### src/rtl/adder_result_collector.sv
// Collects pipelined adder {cout,sum} results into a FWFT FIFO and a running accumulator.
// Latency: accepted result visible at out_data one edge later; never stalls the adder (drops when full).
// Optional: define COLLECT_SAT_EN for a saturating accumulator instead of a wrapping one.

module adder_result_collector_fifo #(
  parameter int W     = 17,
  parameter int DEPTH = 4
) (
  input  logic                       clk,
  input  logic                       reset,
  input  logic                       wr_vld,
  output logic                       wr_rdy,
  input  logic [W-1:0]               wr_dat,
  output logic                       rd_vld,
  input  logic                       rd_rdy,
  output logic [W-1:0]               rd_dat,
  output logic [$clog2(DEPTH):0]     count,
  output logic                       full,
  output logic                       empty
);
  localparam int AW = $clog2(DEPTH);

  logic [W-1:0]  mem [DEPTH];
  logic [AW-1:0] rd_ptr;
  logic [AW-1:0] wr_ptr;
  logic [AW:0]   cnt;
  logic          pop;
  logic          push;

  assign full   = (cnt == (AW+1)'(DEPTH));
  assign empty  = (cnt == '0);
  assign rd_vld = !empty;
  assign rd_dat = mem[rd_ptr];
  assign count  = cnt;
  assign pop    = rd_vld & rd_rdy;
  // A full FIFO still takes a write when the head leaves on the same edge.
  assign wr_rdy = !full | pop;
  assign push   = wr_vld & wr_rdy;

  always_ff @(posedge clk) begin
    if (push) begin
      mem[wr_ptr] <= wr_dat;
    end
  end

  always_ff @(posedge clk or negedge reset) begin
    if (!reset) begin
      rd_ptr <= '0;
      wr_ptr <= '0;
      cnt    <= '0;
    end else begin
      if (push) wr_ptr <= wr_ptr + AW'(1);
      if (pop)  rd_ptr <= rd_ptr + AW'(1);
      case ({push, pop})
        2'b10:   cnt <= cnt + (AW+1)'(1);
        2'b01:   cnt <= cnt - (AW+1)'(1);
        default: cnt <= cnt;
      endcase
    end
  end
endmodule

module adder_result_collector #(
  parameter int WIDTH     = 16,
  parameter int DEPTH     = 4,
  parameter int ACC_WIDTH = 24
) (
  input  logic                       clk,
  input  logic                       reset,
  input  logic                       in_valid,
  input  logic [WIDTH-1:0]           in_sum,
  input  logic                       in_cout,
  input  logic                       clr,
  input  logic                       out_ready,
  output logic                       out_valid,
  output logic [WIDTH:0]             out_data,
  output logic [$clog2(DEPTH):0]     count,
  output logic                       full,
  output logic                       empty,
  output logic [ACC_WIDTH-1:0]       acc,
  output logic                       acc_ovf,
  output logic                       drop
);
  logic               wr_rdy;
  logic               accept;
  logic [WIDTH:0]     res_dat;
  logic [ACC_WIDTH:0] res_ext;
  logic [ACC_WIDTH:0] acc_sum;
  logic [ACC_WIDTH-1:0] acc_q;
  logic               ovf_q;
  logic               drop_q;

  assign res_dat = {in_cout, in_sum};
  assign accept  = in_valid & wr_rdy;
  assign res_ext = {{(ACC_WIDTH-WIDTH){1'b0}}, res_dat};
  assign acc_sum = {1'b0, acc_q} + res_ext;

  adder_result_collector_fifo #(
    .W     (WIDTH+1),
    .DEPTH (DEPTH)
  ) u_fifo (
    .clk    (clk),
    .reset  (reset),
    .wr_vld (in_valid),
    .wr_rdy (wr_rdy),
    .wr_dat (res_dat),
    .rd_vld (out_valid),
    .rd_rdy (out_ready),
    .rd_dat (out_data),
    .count  (count),
    .full   (full),
    .empty  (empty)
  );

  // clr wins over both accumulation and a same-cycle drop.
  always_ff @(posedge clk or negedge reset) begin
    if (!reset) begin
      acc_q  <= '0;
      ovf_q  <= 1'b0;
      drop_q <= 1'b0;
    end else if (clr) begin
      acc_q  <= '0;
      ovf_q  <= 1'b0;
      drop_q <= 1'b0;
    end else begin
      if (accept) begin
`ifdef COLLECT_SAT_EN
        if (acc_sum[ACC_WIDTH]) begin
          acc_q <= '1;
          ovf_q <= 1'b1;
        end else begin
          acc_q <= acc_sum[ACC_WIDTH-1:0];
        end
`else
        acc_q <= acc_sum[ACC_WIDTH-1:0];
        if (acc_sum[ACC_WIDTH]) ovf_q <= 1'b1;
`endif
      end
      if (in_valid && !accept) drop_q <= 1'b1;
    end
  end

  assign acc     = acc_q;
  assign acc_ovf = ovf_q;
  assign drop    = drop_q;
endmodule
### config.mk
export PLATFORM = sky130hd
export DESIGN_NAME = adder_result_collector
export DESIGN_NICKNAME = d
export VERILOG_FILES = /design/src/rtl/adder_result_collector.sv
export SDC_FILE = /design/constraint.sdc
export NUM_CORES = 1
export LEC_CHECK = 0
export CAP_MARGIN = 20
export CORE_MARGIN = 3
export CORE_UTILIZATION = 55
export DETAILED_ROUTE_END_ITERATION = 16
export PLACE_DENSITY_LB_ADDON = 0.3
export SETUP_SLACK_MARGIN = 0.5
export SYNTH_ARGS = -nofsm -noshare
export SYNTH_HDL_FRONTEND = slang
export SYNTH_SLANG_ARGS = --single-unit
### constraint.sdc
create_clock -name clk -period 3.2 [get_ports clk]
set_input_delay 0.64 -clock clk [delete_from_list [all_inputs] [get_ports clk]]
set_output_delay 0.64 -clock clk [all_outputs]
set_load 0.005 [all_outputs]
### After elaboration in Yosys (flattened, before gate mapping)

Memories as Yosys holds them, arrays and structs flattened.
Index checks and enable logic that the tools add are counted.

| word-level totals | value |
|---|---|
| register bits after elaboration | 33 |
| memories | 1 |
| memory bits (writable) | 68 |
| bits in latches | 0 |
| input bits | 22 |
| bits in read-only memories | 0 |

Memories:

| name | depth | width | rd ports | clocked after memory_dff | write ports | line | source |
|---|---|---|---|---|---|---|---|
| u_fifo.mem | 4 | 17 | 1 | 0 | 1 | 23 | `logic [W-1:0] mem [DEPTH];` |

| cells by class | value |
|---|---|
| multiply operators | 0 |
| divide/modulo/power cells | 0 |
| muxes and demuxes | 10 |
| add/sub/neg operators | 5 |
| order comparisons | 0 |
| reduce and logical (&&, ||, !) cells | 10 |
| shift-type cells | 0 |
| eq/ne operators | 3 |
| bitwise logic cells | 3 |

Operators by type and width:

| kind | count |
|---|---|
| $mux 24 | 2 |
| $add 24x17->25 | 1 |
| $reduce_bool 2->1 | 4 |
| $mux 1 | 7 |
| $pmux 3 s2 | 1 |
| $add 2x1->2 const B | 2 |
| $add 3x1->3 const B | 1 |
| $eq 3x3->1 const B | 1 |
| $logic_not 1->1 | 3 |
| $logic_not 3->1 | 1 |
| $sub 3x1->3 const B | 1 |
| $and 1x1->1 | 2 |
| $eq 2x1->1 const B | 1 |
| $eq 2x2->1 const B | 1 |
| $reduce_and 2->1 | 1 |
| $logic_and 1x1->1 | 1 |
| $or 1x1->1 | 1 |

### Logic depth before layout (Yosys ltp)

| depth | value |
|---|---|
| depth after elaboration | 9 |
| depth in mapped cells | 8 |
| mapped depth without buffers | 8 |

### By module

A second synthesis with hierarchy kept.

| unflattened totals | value |
|---|---|
| cell total of the unflattened synthesis | 367 |
| area total of the unflattened synthesis | 4986.0 um^2 |

Modules (own cells, without submodules):

| module | area each (um^2) | times used | seq. area each (um^2) | cells each |
|---|---|---|---|---|
| adder_result_collector_fifo | 2899.0 | 1 | 2217.1 | 130 |
| adder_result_collector | 2087.0 | 1 | 650.6 | 237 |

### Least setup slack after synthesis

No wires, ideal clock.

| path | value |
|---|---|
| kind | in2reg |
| start | input in_sum[12] |
| end | register acc_q[19], in the netlist acc[19] |
| library setup time | 0.127 ns |
| required time | 3.073 ns |
| path buffers | 0 |
| stages | 7 |
| slack | 0.681 ns |
| arrival time | 2.392 ns |
| cell sequence | ha_1 and2_4 a21o_1 a31o_1 a221o_2 nand4_1 mux2_1 |

| between the ends | value |
|---|---|
| longest elaborated chain between the ends | 3 |

RTL lines:

| what | line | source |
|---|---|---|
| start: declaration | 71 | `input logic [WIDTH-1:0] in_sum,` |
| $add 24x17->25 | 96 | `assign acc_sum = {1'b0, acc_q} + res_ext;` |
| $mux 24 | 126 | `if (accept) begin` |
| $mux 24 | 121 | `end else if (clr) begin` |
| end signal: assignment | 135 | `acc_q <= acc_sum[ACC_WIDTH-1:0];` |
| end: declaration | 89 | `logic [ACC_WIDTH-1:0] acc_q;` |

No other way between the ends. The select of a mux whose other input is x is not followed.
A chain may end at the register's enable or synchronous reset.

### Final worst setup path

| path | value |
|---|---|
| start | input in_sum[4] |
| end | register acc_q[19], in the netlist acc[19] |

The elaborated chain is that of the path after synthesis.

==> summary.md <==
The tools report the maximum resistive drop on vdd as 0.000433 V. The run gives 0.37 ns as the clock latency at the later pin of the worst-skew pair. Summed over all layers, the global routing overflow is 0. The logs give 2040 sq um for the multi-input gate area in the final layout and 0 for the number of maximum-capacitance violations. The CTS root buffer was clkbuf_8. The area of placed instances is 5930 sq um, and the cell count after synthesis is 373. In this run, distinct cell masters in the synthesized netlist total 57. The first global-routing pass estimated 17800 um of wire.

Of all nets on the critical path, the largest fanout is 5. The tools report the placed wire-length estimate as 7620 um. In this run the worst hold path is classified as flip-flop to flip-flop. The floorplan step set the die width to 101 um.

The final-layout fill cell count was 564; the post-layout net count was 513. During I/O placement, the number of pins put on the boundary was 71. The transition time at the pin with the least slew margin came out at 0.535 ns. In this run, the number of DRC markers left after iteration 0 of detailed routing was 223.

The worst setup timing slack at the placement stage is 0.0350 ns. The worst setup path is of the primary input to flip-flop kind. The analysis attributes to cell leakage a power of 2.44 nW.

Of the total synthesized cell area, the portion taken by full adders, half adders and majority gates is 6.13%. CTS built an H-tree with a depth of 3. Summing the areas of all xor and xnor instances in the mapped netlist gives 2.66% of the synthesized area. Summing the areas of all and, or, nand and nor instances in the mapped netlist gives 11.4% of the synthesized area.

Summed over all failing endpoints, the final setup total negative slack is 0 ns. The count of buffering cells on the critical path with inverters included came out at 1. The data arrival at the endpoint of the critical path was 2.92 ns; the post-synthesis instance area was 4940 sq um. The final estimated routing congestion in global placement was 0.852. Of the cells placed in the final design, the portion with a size suffix greater than 1 is 19.1%.

On the worst path, the slowest cell contributes a delay of 0.50 ns. The share of the synthesized area in the top cell type was 41.3%. From bottom edge to top edge, the die measures 101 um. After clock tree synthesis, the clock-pin slew on the worst setup and hold paths is 0.10 ns. The top flip-flop cell by instance count after synthesis was edfxtp_1.

Timing would allow up to 0.376 GHz. The die outline area came out at 10200 sq um. TritonCTS built the clock tree. Cell with the biggest individual delay on the critical path: clkdlybuf4s50_1. The run gives 0.543 ns as the least setup slack across all paths after layout. For the total routed wirelength, the log shows 10800 um. With fillers left out, the area of the finished cells amounts to 6250 sq um.

In this run, synthesis produced a sequential element count of 101. In this run the remaining antenna-violating nets after routing total 0. The async set-reset flop share out of synthesis was 32.7%; the placeable core region was 8460 sq um. The worst setup path is launched from a primary input.

For the sequential-to-total area share from yosys stat, the log shows 58.1%. The post-synthesis mux area share works out to 8.21%. The critical path goes through clkdlybuf4s50_1, ha_2, a21oi_4, o211ai_2, a31o_2, a221o_2, nand4_1, mux2_1. For this run, the number of Yosys warnings is 0.

The library cell used most frequently in the layout, excluding fill and tap cells, is edfxtp_1. The tools report the via count of the first global-routing pass as 3640. Total power divided by cell area: 725 nW/um^2. In the layout the commonest cells are 68 x edfxtp_1, 64 x clkdlybuf4s50_1, 31 x dfrtp_1. Synthesis produced a netlist with a net count of 418.

Setup violations remaining at the end of the flow were counted as 0. The longest clock path from root to sink contains 2 buffers. Setup repair after global routing could not meet its margin everywhere. Counting the buffers created by CTS gives 9. In the routed layout, each cell is associated on average with a via count of 6.03. The biggest area contributor in the post-synthesis netlist is edfxtp_1. The total area of sequential cells was 2870 sq um; the total count of max-transition violations in the final report was 0.

The total DRC errors in the routed layout came out at 0. The final-layout worst hold slack is 0.522 ns. The initial standard-cell utilization of the core is 58.3%, and the global-route usage over all layers is 22.6%. The kind of end point of the critical path was a flip-flop. CTS saw 101 sinks.

The synthesized design contains 68 enable-type register cells. Between clock sinks in the finished design, the worst skew comes to 0.00996 ns. The run finished with clean final reports.

The number of antenna violations at the first check in global routing was 0; the share of the cycle needed by the critical path after routing was 83.0%. Wire length per cell after detailed routing: 18.6 um. The data required time of the critical path was 3.46 ns.

The number of vias after detailed routing is 3485. Summing the areas of all compound-gate instances in the mapped netlist gives 11.1% of the synthesized area. After synthesis, the largest family of logic cells by area is simple AND/OR/NAND/NOR gates.

Sorting the synthesized cells by area gives the leading types as edfxtp_1 41%, dfrtp_1 17%, mux4_2 7.8%. The first TritonRoute pass finished after 4 iterations. The synthesis-to-finish area growth came out at 26.5%. Subtracting the final worst setup slack from the clock period gives 2.66 ns. Averaged over all synthesized cells, the footprint is 13.2 sq um.

Broken down by cell family, the worst path's largest delay share belongs to compound AO/OA/AOI/OAI gates. The maximum number of pins on one net before global-route repair is 34, and the number of port buffers is 70. The number of hold buffers added after CTS was 0.

In this run the tightest slew margin relative to its limit is 64.1%. The floorplan has 33 rows. The hold violation count in the final report is 0.
[report_power, final]
group,total [W],internal [W],switching (W)
Clock,0.000755,0.000296,0.000459
Sequential,0.00185,0.00168,0.000170
Combinational,0.00193,0.00110,0.000832
[registers in the layout, summed over array words and instances, names as in the netlist]
| register | cells |
|---|---|
| u_fifo.mem | 68 |
| acc_ovf | 1 |
| acc | 24 |
| u_fifo.count | 3 |
| u_fifo.rd_ptr | 2 |
| u_fifo.wr_ptr | 2 |
| drop | 1 |
[Yosys cell counts, types with 2 or more instances]
| master | instances |
|---|---|
| a31oi_1 | 5 |
| nor2b_1 | 5 |
| and3_1 | 9 |
| xor2_1 | 3 |
| clkbuf_1 | 8 |
| fa_1 | 2 |
| o211ai_2 | 2 |
| a211oi_1 | 2 |
| nand3_1 | 18 |
| a32oi_1 | 2 |
| a21oi_2 | 2 |
| nor2_1 | 12 |
| o21bai_1 | 2 |
| nand4_1 | 6 |
| and2_1 | 6 |
| edfxtp_1 | 68 |
| buf_2 | 6 |
| a21oi_1 | 23 |
| a21o_1 | 12 |
| nor3_1 | 8 |
| xnor2_1 | 12 |
| dfrtp_1 | 33 |
| or3_1 | 5 |
| mux2_1 | 2 |
| inv_1 | 12 |
| mux4_2 | 17 |
| ha_1 | 21 |
| a31o_2 | 2 |
| nand2_1 | 28 |
| o21ai_0 | 13 |
[metal layers]
layer | GRT usage (%) | part of all wire (%)
met2 | 36.7 | 49
met4 | 7.88 | 1.4
met3 | 4.22 | 7.1
met1 | 30.6 | 42
met5 | 0 | 0
[final cells by class]
type	count	share of cell area (%)
Sequential cell	101	45.9
Multi-Input combinational cell	243	32.7
Timing Repair Buffer	100	15.6
Tap cell	105	2.10
Clock buffer	9	1.98
Clock inverter	6	0.901
Inverter	13	0.781
Antenna cell	1	0.0400
[timing repair]
item | in CTS | in global routing
buffers inserted | 3 | 1
resized for setup | 7 | 16
setup endpoints to repair | 15 | 8
pin swaps | 2 | 2
[worst reg2reg max path, stage by stage, from the launching register on]
cell,delay [ns]
dfrtp_1,0.42
ha_2,0.33
a211oi_2,0.23
o21ai_0,0.12
a31o_2,0.28
a221o_2,0.42
nand4_1,0.12
mux2_1,0.32
[through the flow]
step           power (W)  instances  util, %
2_1_floorplan    0.00286        373        -
3_5_place_dp     0.00373        558     70.1
3_3_place_gp     0.00368        558     70.1
4_1_cts          0.00453        576     72.8
5_1_grt          0.00481        577     73.8
6_report         0.00453        578     73.8
[worst paths after layout]
check	startpoint	to	slack, ns	cells after the start
setup reg to reg	acc[6]	acc[19]	0.87	7
hold reg to reg	drop	drop	0.52	2
max in group asynchronous	reset	u_fifo.rd_ptr[1]	2.18	2
hold / removal	drop	drop	0.52	2
setup / recovery	in_sum[4]	acc[19]	0.54	8
min in group asynchronous	reset	acc[21]	0.67	2
[logic make-up after synthesis]
kind of cell / Yosys count
buffers and inverters: 29
muxes: 19
and+or+nand+nor: 106
xor gates and xnor gates: 15
DFF: 101
AOI/OAI and AO/OA: 80
adders and majority gates: 23
No activity file was read; power rests on OpenSTA's default activity.
